===== config.mk =====
export PLATFORM = sky130hd
export DESIGN_NAME = mult_par_pipe
export DESIGN_NICKNAME = d
export VERILOG_FILES = /design/src/rtl/mult_par_pipe.sv
export SDC_FILE = /design/constraint.sdc
export NUM_CORES = 1
export LEC_CHECK = 0
export ABC_CLOCK_PERIOD_IN_PS = 3220
export BUFFER_PORTS_ARGS = -buffer_cell sky130_fd_sc_hd__buf_2
export CAP_MARGIN = 40
export CORE_UTILIZATION = 45
export CTS_CLUSTER_DIAMETER = 200
export DETAILED_ROUTE_END_ITERATION = 16
export HOLD_SLACK_MARGIN = 0.1
export RECOVER_POWER = 50
export REMOVE_ABC_BUFFERS = 1
export SYNTH_ARGS = -nofsm -noshare
export SYNTH_HDL_FRONTEND = slang
export SYNTH_SLANG_ARGS = --single-unit

===== constraint.sdc =====
create_clock -name clk -period 3.22 [get_ports clk]
set_input_delay 0.161 -clock clk [delete_from_list [all_inputs] [get_ports clk]]
set_output_delay 0.161 -clock clk [all_outputs]
set_load 0.05 [all_outputs]

===== src/rtl/mult_par_pipe.sv =====
// Pipelined signed W x W multiplier with even-parity operand checking, credit-limited
// req/ack intake and an in-order result FIFO. Define MULT_ERR_CNT_EN to add err_count.
module mult_par_pipe #(
  parameter int W          = 16,
  parameter int LAT        = 2,
  parameter int FIFO_DEPTH = 4
) (
  input  logic                                  clk,
  input  logic                                  rst_n,
  input  logic                                  req,
  input  logic [W-1:0]                          arg_a,
  input  logic                                  arg_a_parity,
  input  logic [W-1:0]                          arg_b,
  input  logic                                  arg_b_parity,
  output logic                                  ack,
  output logic [2*W-1:0]                        result,
  output logic                                  result_parity,
  output logic                                  arg_parity_error,
  output logic                                  result_rdy,
  input  logic                                  result_ack,
  output logic [$clog2(FIFO_DEPTH+1)-1:0]       outstanding
`ifdef MULT_ERR_CNT_EN
  ,
  output logic [15:0]                           err_count
`endif
);

  localparam int CW = $clog2(FIFO_DEPTH + 1);
  localparam int AW = $clog2(FIFO_DEPTH);
  localparam int PW = 2 * W + 2;
  localparam logic [CW-1:0] DEPTH_C = CW'(FIFO_DEPTH);
  localparam logic [CW-1:0] ONE_C   = CW'(1);
  localparam logic [AW:0]   ONE_P   = (AW + 1)'(1);

  logic          accept;
  logic          pop;
  logic          push;
  logic          in_err;
  logic [2*W-1:0] prod;
  logic [PW-1:0] in_ent;
  logic [PW-1:0] head;
  logic [PW-1:0] last_ent;

  logic [PW-1:0] st_ent [LAT];
  logic [LAT-1:0] st_vld;

  logic [PW-1:0] mem [FIFO_DEPTH];
  logic [AW:0]   wr_ptr;
  logic [AW:0]   rd_ptr;

  assign ack    = req && (outstanding < DEPTH_C);
  assign accept = ack;

  assign in_err = ((^arg_a) != arg_a_parity) || ((^arg_b) != arg_b_parity);
  assign prod   = $signed(arg_a) * $signed(arg_b);
  // Entry layout: {product, product parity, parity error}
  assign in_ent = in_err ? {{(2*W+1){1'b0}}, 1'b1} : {prod, ^prod, 1'b0};

  always_ff @(posedge clk or negedge rst_n) begin
    if (!rst_n) begin
      st_vld <= '0;
    end else begin
      st_vld[0] <= accept;
      for (int i = 1; i < LAT; i++) st_vld[i] <= st_vld[i-1];
    end
  end

  always_ff @(posedge clk) begin
    st_ent[0] <= in_ent;
    for (int i = 1; i < LAT; i++) st_ent[i] <= st_ent[i-1];
  end

  assign push       = st_vld[LAT-1];
  assign result_rdy = (wr_ptr != rd_ptr);
  assign pop        = result_rdy && result_ack;

  always_ff @(posedge clk) begin
    if (push) mem[wr_ptr[AW-1:0]] <= st_ent[LAT-1];
  end

  // Credits cap in-flight work at FIFO_DEPTH, so push never finds the FIFO full.
  always_ff @(posedge clk or negedge rst_n) begin
    if (!rst_n) begin
      wr_ptr      <= '0;
      rd_ptr      <= '0;
      outstanding <= '0;
      last_ent    <= '0;
    end else begin
      if (push) wr_ptr <= wr_ptr + ONE_P;
      if (pop) begin
        rd_ptr   <= rd_ptr + ONE_P;
        last_ent <= mem[rd_ptr[AW-1:0]];
      end
      case ({accept, pop})
        2'b10:   outstanding <= outstanding + ONE_C;
        2'b01:   outstanding <= outstanding - ONE_C;
        default: outstanding <= outstanding;
      endcase
    end
  end

  // An empty FIFO shows the last popped entry rather than stale slot contents.
  assign head = result_rdy ? mem[rd_ptr[AW-1:0]] : last_ent;
  assign {result, result_parity, arg_parity_error} = head;

`ifdef MULT_ERR_CNT_EN
  always_ff @(posedge clk or negedge rst_n) begin
    if (!rst_n) begin
      err_count <= '0;
    end else if (accept && in_err && (err_count != 16'hFFFF)) begin
      err_count <= err_count + 16'd1;
    end
  end
`endif

endmodule


=== Word level (Yosys, flattened, before mapping) ===
Memories as Yosys holds them, arrays and structs flattened.
Index checks and enable logic that the tools add are counted.

* Bits in registers: 45
* RAM bits: 204
* Bits of input ports: 38
* Output and inout bits: 39
* Word-level logic and storage cells: 30
* Memories kept: 2

{| class="wikitable"
|+ Memory list
! name !! words !! bits a word !! read ports !! clocked after memory_dff !! write ports !! line !! source
|-
| mem || 4 || 34 || 1 || 0 || 1 || 47 || <nowiki>logic [PW-1:0] mem [FIFO_DEPTH];</nowiki>
|-
| st_ent || 2 || 34 || 2 || 0 || 2 || 44 || <nowiki>logic [PW-1:0] st_ent [LAT];</nowiki>
|}

* $add $sub $neg: 4
* $mul: 1
* $lt $le $gt $ge: 1
* Eq/ne operators: 5
* Multiplexer cells: 5
* Reductions and logical operators: 7

{| class="wikitable"
|+ Operators by type and width
! kind !! count
|-
| 34-bit 2-to-1 mux || 2
|-
| 16-bit by 16-bit multiplier with 32-bit output || 1
|-
| 16-bit XOR reduction || 2
|-
| 32-bit XOR reduction || 1
|-
| 3-bit by 1-bit adder with 3-bit output (second input constant) || 3
|-
| 3-bit case mux with 2 select lines || 1
|-
| 3-bit < comparator (second input constant) || 1
|-
| 3-bit inequality test || 1
|-
| 3-bit by 1-bit subtractor with 3-bit output (second input constant) || 1
|-
| 2-bit by 1-bit == test with 1-bit output (second input constant) || 1
|-
| 2-bit == test (second input constant) || 1
|-
| 1-bit logical AND || 2
|-
| 1-bit 2-to-1 mux || 2
|-
| 1-bit inequality test || 2
|-
| 2-bit nonzero test || 1
|-
| 1-bit logical OR || 1
|}

=== Logic depth before layout (Yosys ltp) ===
Gate-level depths: netlist (run 1).

* Depth after elaboration: 4
* Mapped depth: 30
* Gate-level depth less buffers: 28

=== Worst setup path after synthesis (run 1) ===
No wires, ideal clock.

* Path kind: input port to flip-flop
* From: input arg_a[15]
* To: memory st_ent[0][1] (netlist name)
* Setup time: 0.117 ns
* Arrival: 7.112 ns
* Data required time: 3.103 ns
* Path slack: -4.009 ns
* Cell stages on the path: 28
* Path buffers: 2
* Cell sequence: clkbuf_1 -> clkbuf_1 -> nand2_1 -> fa_1 -> inv_1 -> fa_1 -> inv_1 -> fa_1 -> fa_1 -> inv_1 -> fa_1 -> inv_1 -> fa_1 -> inv_1 -> ha_1 -> nand2_1 -> nor2_1 -> a211oi_1 -> o21ai_0 -> a21oi_1 -> xor2_1 -> xnor3_1 -> xnor3_1 -> xor3_1 -> xnor3_1 -> xnor2_1 -> xnor3_1 -> nor2b_4

{| class="wikitable"
|+ RTL lines
! item !! line !! source
|-
| from (decl) || 11 || <nowiki>input logic [W-1:0] arg_a,</nowiki>
|-
| to (decl) || 44 ||
|}

==> out/metrics.cfg, run 1 <==
[synthesis]
synth_top_area_share_pct=27.7
yosys.area_share.simple_pct=8.46
synth_seq_cells=249
ys.flop_type=edfxtp_1
syn_area_mm2=0.0190
synth.yosys.seq_area_share_pct=34.6
yosys-mux-area-fraction_pct=8.18
synth_compound_area_share_pct=2.44
synth_most_common_cell=inv_1
synth.avg_cell_area_um2=12.0
synth_cell_types=48
ys_top_cells_by_count=311 x inv_1, 263 x fa_1, 148 x nand2_1
synthAdderAreaFrac_pct=33.5
synth_top_family_by_area=adder cells
synthCells=1586
synth_edf_count=136
synth_area_leaders=fa_1 28%, edfxtp_1 22%, dfxtp_1 7.2%
synth_xor_area_share_pct=5.42
yosys_warnings=0
yosysTopAreaCell=fa_1
synthArstFlopShare_pct=18.1

[critical_path]
r2r-end=outstanding[2]
worstRegToRegCells=9
cp_max_fo=7
crit_type=input port to register
worstPathArrival_ns=6.77
critPathMaxStageDelay_ns=0.51
crit_top_cell=fa_1
startpoint_type=input port
reg2reg_slack_ns=1.02
worst_setup_path_end_kind=register
critPathSlowestCell=fa_1
crit_required_ns=3.61
reg2reg_from=rd_ptr[1]

[placed_design]
io_buffer_count=76
placed_area_mm2=0.0216
dp_slack_ns=-4.07
gp_congestion=0.874
hpwl_mm=31.5

[clock_tree]
cts_max_level=1
cts_tree=done
clock_path_buffers=3
clock_latency_ns=0.50
numCtsBuffers=23
clk_pin_slew_worst_paths_ns=0.07
cts_num_sinks=249
clock_tree.root_cell=clkbuf_16

[floorplan]
fp.dieW_um=207
dieArea_mm2=0.0430
pin_count=77
rows=74
die_h_um=207
core_area_mm2=0.0412
start_util_pct=46.1

[drt]
ant_nets=0
num_vias=11874
route.detailed.drc=2
drt-initial-drc-count=556
wl_per_cell_um=16.6
routed_via_density=4.84
wl_mm=40.7
drt_pass1_iterations=11

[run_status]
violations=design-rule violations, max-capacitance violations, max-slew violations, negative setup slack
status=finished with violations

[worst_hold_path]
hp-class=input port to register
whs_path_depth=4
min_to=outstanding[0]
hp-start=result_ack

[global_routing]
grt_usage_pct=19.5
grt_max_degree=38
grt_overflow=0
grt_pass1_vias=13283
grt_first_pass_wirelength_mm=67.5
grt_antenna_before_repair=0

[timing]
worst_slew_pin_slew_ns=1.90
holdWs_ns=0.180
period_needed_ns=6.39
rsz0062_at_grt=true
finalCritPeriodShare_pct=198
setup_violations=27
max_slew_margin_pct=-26.9
fmax_mhz=157
hold_viol=0
finalClockSkew_ns=0.0115
slew_viol_final=35
fin_ws_ns=-3.17

[final_layout]
nets=2290
drive_gt1_share_pct=34.1
final_area_mm2=0.0239
synthToLayoutAreaGrowth_pct=25.9
final_core_util_pct=58.0

[run]
drv_cap=1

-- cell type report --
cell class | instances | area (um^2)
Fill cell | 3368 | 17300
Timing Repair Buffer | 350 | 2870
Tap cell | 532 | 666
Inverter | 312 | 1170
Clock inverter | 12 | 103
Clock buffer | 30 | 663
Sequential cell | 249 | 6570
Multi-Input combinational cell | 965 | 11800
Antenna cell | 1 | 2.50
-- cell usage in the layout, fill, tap and decap left out, types with 39 or more instances in the layout --
master    instances
and2_1           88
nand2_1         137
dfrtp_1          44
inv_1           285
buf_4           230
edfxtp_1        136
dfxtp_1          68
fa_1            251
ha_1             68
buf_2            53
buf_6            39
nor2_1           39
mux2_2           69
xnor2_1          54
-- worst max-delay path: cells and delay by family --
family | cells | cell delay (ns)
AOI/OAI and AO/OA | 4 | 0.92
and+or+nand+nor | 2 | 0.28
xor gates and xnor gates | 7 | 1.76
adders and majority gates | 7 | 2.76
buffers and inverters | 9 | 0.90
-- cell families (layout without fill, tap and decap cells) --
logic type | after synthesis | count (layout)
buffers and inverters | 372 | 704
DFF | 249 | 249
AOI/OAI and AO/OA | 73 | 73
muxes | 104 | 104
adders and majority gates | 351 | 351
other | 0 | 1
and+or+nand+nor | 335 | 335
xor gates and xnor gates | 102 | 102
-- through the flow --
step           std cells  setup TNS (ns)
2_1_floorplan       1526         -122.02
3_3_place_gp        2355          -63.29
3_5_place_dp        2355          -64.98
4_1_cts             2436          -44.41
5_1_grt             2450          -49.33
6_report            2451          -44.82
-- worst max-delay path by stage --
stage               startpoint            to  slack (ns)  cells after the start
global placement     arg_a[15]  st_ent[0][1]       -3.92                     27
finish                arg_a[7]  st_ent[0][1]       -3.17                     29
detailed placement   arg_a[15]  st_ent[0][1]       -4.07                     27
CTS                   arg_b[1]  st_ent[0][1]       -3.14                     27
floorplan            arg_a[15]  st_ent[0][1]       -3.46                     26
global route          arg_b[3]  st_ent[0][1]       -3.42                     27
-- layer usage --
layer  wire [um]  global-route usage [%]  up-vias  part of all wire (%)
li1            -                       -     5561                     -
met1       18300                    26.0     5995                    45
met2       20100                    34.1      258                    49
met3        1510                    1.83       60                   3.7
met4         834                    5.04        0                   2.0
met5           0                       0        -                     0
-- flip-flops by register name, summed over array words and instances (netlist names) --
signal	flops
wr_ptr	3
rd_ptr	3
mem	136
last_ent	34
st_vld	2
st_ent	68
outstanding	3
-- timing repair --
action	CTS	global route
endpoints found under the setup margin	27	28
endpoints found under the hold margin	34	0
hold buffers	2	0
pin swaps	75	78
setup buffers	43	19
resized for setup	199	90
gates cloned	1	0
Power of run 1 is not shown: default switching activity piles up to over one toggle a cycle in this logic, so the estimate is an artifact.
==> run 2: changes to the inputs <==
--- a/config.mk
+++ b/config.mk
@@ -17,3 +17,4 @@
 export SYNTH_ARGS = -nofsm -noshare
 export SYNTH_HDL_FRONTEND = slang
 export SYNTH_SLANG_ARGS = --single-unit
+export TNS_END_PERCENT = 10
==> run 2 against run 1 <==
The flow still finishes with violations (design-rule violations, max-capacitance violations, max-slew violations, negative setup slack). Sequential share of layout area up 1.2 points. Non-clock buffer count down 38. Die area unchanged. Setup slack worse by 0.047 ns. Hold slack about the same. Design area down 4.3%. Register-to-register slack about the same. Flip-flop and latch count unchanged. Fmax down 0.73%. Count of clock-buffer cells in the layout unchanged.
==> out/metrics.cfg, run 2 (synthesis gave the netlist of run 1 again) <==
[run_status]
status=finished with violations
violations=design-rule violations, max-capacitance violations, max-slew violations, negative setup slack

[clock_tree]
cts_max_level=1  ; unchanged
clock_latency_ns=0.50  ; about the same
clk_pin_slew_worst_paths_ns=0.07  ; about the same
cts_tree=done
clock_path_buffers=3  ; unchanged
numCtsBuffers=23  ; unchanged
clock_tree.root_cell=clkbuf_16
cts_num_sinks=249  ; unchanged

[final_layout]
drive_gt1_share_pct=27.3  ; -6.8 points
antenna_cells=0  ; -1
final_common_cell=inv_1
nets=2252  ; -1.7%
final_core_util_pct=55.5  ; -2.5 points
synthToLayoutAreaGrowth_pct=20.5
largest_reg_flops=136  ; unchanged
final_cell_mix=308 x inv_1, 260 x fa_1, 224 x buf_4, 146 x nand2_1, 136 x edfxtp_1

[floorplan]
rows=74  ; unchanged
fp.dieW_um=207  ; unchanged
core_area_mm2=0.0412  ; unchanged
dieArea_mm2=0.0430  ; unchanged
die_h_um=207  ; unchanged
pin_count=77  ; unchanged
start_util_pct=46.1  ; unchanged

[placed_design]
hpwl_mm=31.5  ; unchanged
io_buffer_count=76  ; unchanged
gp_congestion=0.874  ; unchanged

[drt]
drt-initial-drc-count=486  ; -13%
wl_mm=39.4  ; -3.3%
wl_per_cell_um=16.3  ; -1.8%
drt_pass1_iterations=11  ; unchanged
routed_via_density=4.82  ; -0.47%
num_vias=11630  ; -2.1%
ant_nets=0  ; unchanged
route.detailed.drc=1  ; -1

[global_routing]
grt_antenna_before_repair=0  ; unchanged
grt_overflow=0  ; unchanged
grt_first_pass_wirelength_mm=65.9  ; -2.3%
grt_max_degree=38  ; unchanged
grt_pass1_vias=13055  ; -1.7%
grt_usage_pct=19.0  ; -0.50 points

[critical_path]
crit_required_ns=3.61  ; about the same
startpoint_type=input port
cp_max_fo=5  ; -2
worst_setup_path_end_kind=register
worstPathArrival_ns=6.82  ; +0.05 ns
critPathMaxStageDelay_ns=0.56  ; +0.05 ns
crit_top_cell=fa_1
critPathSlowestCell=fa_1
crit_type=input port to register

[timing]
finalClockSkew_ns=0.0112  ; -0.000373 ns
worst_slew_pin_slew_ns=1.90  ; -0.00136 ns
max_slew_margin_pct=-26.8  ; +0.091 points
finalCritPeriodShare_pct=200  ; +1.5 points
period_needed_ns=6.43  ; +0.0471 ns
setup_violations=27  ; unchanged
rsz0062_at_grt=true
slew_viol_final=35  ; unchanged
fmax_mhz=155  ; -0.73%
hold_viol=0  ; unchanged
setup_tns_ns=-45.57  ; -0.747 ns
fin_ws_ns=-3.21  ; -0.0471 ns

[worst_hold_path]
hp-class=input port to register

[run]
drv_cap=1  ; unchanged

## run 2: layout make-up
class / count / area (um^2)
Sequential cell: 249 / 6570
Timing Repair Buffer: 312 / 2330
Fill cell: 3491 / 18300
Inverter: 312 / 1170
Clock buffer: 30 / 663
Tap cell: 532 / 666
Clock inverter: 12 / 103
Multi-Input combinational cell: 965 / 11400
## run 2: worst max-delay path, delay by kind of cell
kind	cells	cell delay (ns)
AOI/OAI and AO/OA	2	0.66
and+or+nand+nor	2	0.30
buffers and inverters	7	0.61
adders and majority gates	7	2.81
xor gates and xnor gates	9	2.26
## run 2: worst paths after layout
| kind | from | to | slack [ns] | cells after the start |
|---|---|---|---|---|
| worst max-delay path | arg_b[1] | st_ent[0][1] | -3.21 | 27 |
| worst min register to register | st_ent[0][17] | st_ent[0][51] | 0.33 | 0 |
| min in group asynchronous | rst_n | last_ent[21] | 0.73 | 2 |
| worst min-delay path | result_ack | outstanding[0] | 0.18 | 4 |
| max in group asynchronous | rst_n | last_ent[4] | 1.10 | 3 |
| worst max register to register | rd_ptr[1] | outstanding[2] | 1.02 | 9 |
## run 2: stage by stage
step / hold WS (ns) / cells / cell area (um^2) / setup slack [ns]
global route: 0.213 / 2412 / 22900 / -3.49
global placement: 0.285 / 2355 / 21600 / -3.92
finish: 0.180 / 2412 / 22900 / -3.21
detailed placement: 0.289 / 2355 / 21600 / -4.07
floorplan: -0.135 / 1526 / 18800 / -3.46
CTS: 0.160 / 2403 / 22600 / -3.28
## run 2: per-layer routing
metal  vias up  share of wire [%]  GRT usage, %
met2       237                 48          33.2
met3        55                3.2          1.74
li1       5493                  -             -
met5         -                  0             0
met4         0                2.2          4.48
met1      5845                 46          25.6
## run 2: timing repair
action                     4_1_cts  5_1_grt
cloned                           0        1
pin swaps                       24       26
hold endpoints to repair        34        0
setup endpoints to repair       27       28
hold buffers                     2        0
gates resized for setup         61       39
buffers inserted                 4        8
Power of run 2 is left out for the same reason.
==> run 3: changes to the inputs <==
--- a/config.mk
+++ b/config.mk
@@ -14,6 +14,7 @@
 export HOLD_SLACK_MARGIN = 0.1
 export RECOVER_POWER = 50
 export REMOVE_ABC_BUFFERS = 1
+export SETUP_SLACK_MARGIN = 0.2
 export SYNTH_ARGS = -nofsm -noshare
 export SYNTH_HDL_FRONTEND = slang
 export SYNTH_SLANG_ARGS = --single-unit
==> run 3 against run 2 <==
The run still ends with design-rule violations, max-capacitance violations, max-slew violations, negative setup slack left. Fmax is essentially flat. Count of clock-buffer cells in the layout is the same. Die area is the same. Register-to-register slack is essentially flat. First-iteration DRC count shrank 0.41%. Flip-flop and latch count is the same. Clock skew is the same. Critical path depth is the same. Sequential share of layout area is the same. Largest cell class unchanged. Hold slack is the same. Setup slack is essentially flat.
==> out/metrics.cfg, run 3 (synthesis gave the netlist of run 1 again) <==
[floorplan]
pin_count=77  ; unchanged
fp.dieW_um=207  ; unchanged
die_h_um=207  ; unchanged
core_area_mm2=0.0412  ; unchanged
dieArea_mm2=0.0430  ; unchanged
rows=74  ; unchanged
start_util_pct=46.1  ; unchanged

[timing]
setup_tns_ns=-45.49  ; +0.0717 ns
period_needed_ns=6.43  ; -0.0000400 ns
max_slew_margin_pct=-26.8  ; unchanged
setup_violations=27  ; unchanged
fin_ws_ns=-3.21  ; +0.0000400 ns
finalCritPeriodShare_pct=200  ; about the same
fmax_mhz=155  ; about the same
worst_slew_pin_slew_ns=1.90  ; unchanged
finalClockSkew_ns=0.0112  ; unchanged
slew_viol_final=35  ; unchanged
rsz0062_at_grt=true
hold_viol=0  ; unchanged

[drt]
drt-initial-drc-count=484  ; -0.41%
wl_per_cell_um=16.3  ; about the same
ant_nets=0  ; unchanged
wl_mm=39.4  ; about the same
route.detailed.drc=1  ; unchanged
num_vias=11622  ; -0.069%
routed_via_density=4.82  ; about the same
drt_pass1_iterations=11  ; unchanged

[final_layout]
largest_reg_flops=136  ; unchanged
regArea_mm2=0.00657  ; unchanged
final_common_cell=inv_1
nets=2252  ; unchanged
final_core_util_pct=55.5  ; unchanged
drive_gt1_share_pct=27.3  ; unchanged
multi_input_comb_area_mm2=0.0114  ; unchanged
finalNonFillerCells=2412  ; unchanged
synthToLayoutAreaGrowth_pct=20.5  ; unchanged
fillers=3491  ; unchanged
antenna_cells=0  ; unchanged
final_cell_mix=308 x inv_1, 260 x fa_1, 224 x buf_4, 146 x nand2_1, 136 x edfxtp_1

[clock_tree]
cts_num_sinks=249  ; unchanged
cts_max_level=1  ; unchanged
cts_tree=done
clk_pin_slew_worst_paths_ns=0.07  ; about the same
clock_latency_ns=0.50  ; about the same
clock_path_buffers=3  ; unchanged
numCtsBuffers=23  ; unchanged
clock_tree.root_cell=clkbuf_16

[critical_path]
cp_max_fo=5  ; unchanged
crit_type=input port to register
crit_top_cell=fa_1
critical_path.startpoint=arg_b[1]
worst_setup_path_end_kind=register
reg2reg_from=rd_ptr[1]
crit_required_ns=3.61  ; about the same
startpoint_type=input port
critPathMaxStageDelay_ns=0.56  ; about the same
critPathSlowestCell=fa_1
worstPathArrival_ns=6.82  ; about the same

[placed_design]
gp_congestion=0.874  ; unchanged
io_buffer_count=76  ; unchanged
hpwl_mm=31.5  ; unchanged
dp_slack_ns=-4.07  ; unchanged
dp_cells=2355  ; unchanged

[worst_hold_path]
hp-class=input port to register
hp-start=result_ack

[global_routing]
grt_pass1_vias=13058  ; +0.023%
grt_first_pass_wirelength_mm=65.9  ; about the same
grt_overflow=0  ; unchanged
grt_usage_pct=19.0  ; about the same
grt_max_degree=38  ; unchanged
grt_antenna_before_repair=0  ; unchanged

[run_status]
status=finished with violations
violations=design-rule violations, max-capacitance violations, max-slew violations, negative setup slack

[run]
drv_cap=1  ; unchanged

-- run 3: cell counts in the layout (fill, tap and decap cells not counted) --
Identical to the previous run, type by type.
-- run 3: final timing paths --
path / to / slack (ns) / cells past startpoint
min: outstanding[0] / 0.18 / 4
min in group asynchronous: last_ent[21] / 0.73 / 2
max reg2reg: outstanding[2] / 1.02 / 9
max in group asynchronous: last_ent[4] / 1.10 / 3
min reg2reg: st_ent[0][51] / 0.33 / 0
max: st_ent[0][1] / -3.21 / 27
-- run 3: area by class of cell --
type	instances	area share (%)
Clock inverter	12	0.448
Inverter	312	5.12
Clock buffer	30	2.90
Sequential cell	249	28.7
Tap cell	532	2.91
Multi-Input combinational cell	965	49.7
Timing Repair Buffer	312	10.2
-- run 3: repair_timing --
action | 4_1_cts | 5_1_grt
endpoints found under the hold margin | 34 | 0
hold buffers | 2 | 0
setup buffers | 4 | 8
gates resized for setup | 63 | 37
pin swaps | 26 | 28
setup endpoints to repair | 28 | 28
cloned | 0 | 1
-- run 3: stage by stage --
| step | area [um^2] | hold WS (ns) |
|---|---|---|
| floorplan | 18800 | -0.135 |
| global placement | 21600 | 0.285 |
| detailed placement | 21600 | 0.289 |
| CTS | 22700 | 0.160 |
| global route | 22900 | 0.213 |
| finish | 22900 | 0.180 |
-- run 3: worst max-delay path, delay by kind of cell --
family	cells	cell delay [ns]
compound gates	2	0.66
xor+xnor	9	2.26
simple gates	2	0.30
fa+ha+maj	7	2.81
buf+inv	7	0.61
-- run 3: layer usage --
metal | routed length [um] | global-route usage [%] | share of wire, %
met5 | 0 | 0 | 0
met1 | 18200 | 25.6 | 46
met4 | 865 | 4.48 | 2.2
met3 | 1250 | 1.74 | 3.2
met2 | 19100 | 33.2 | 48
Power of run 3 is left out for the same reason.
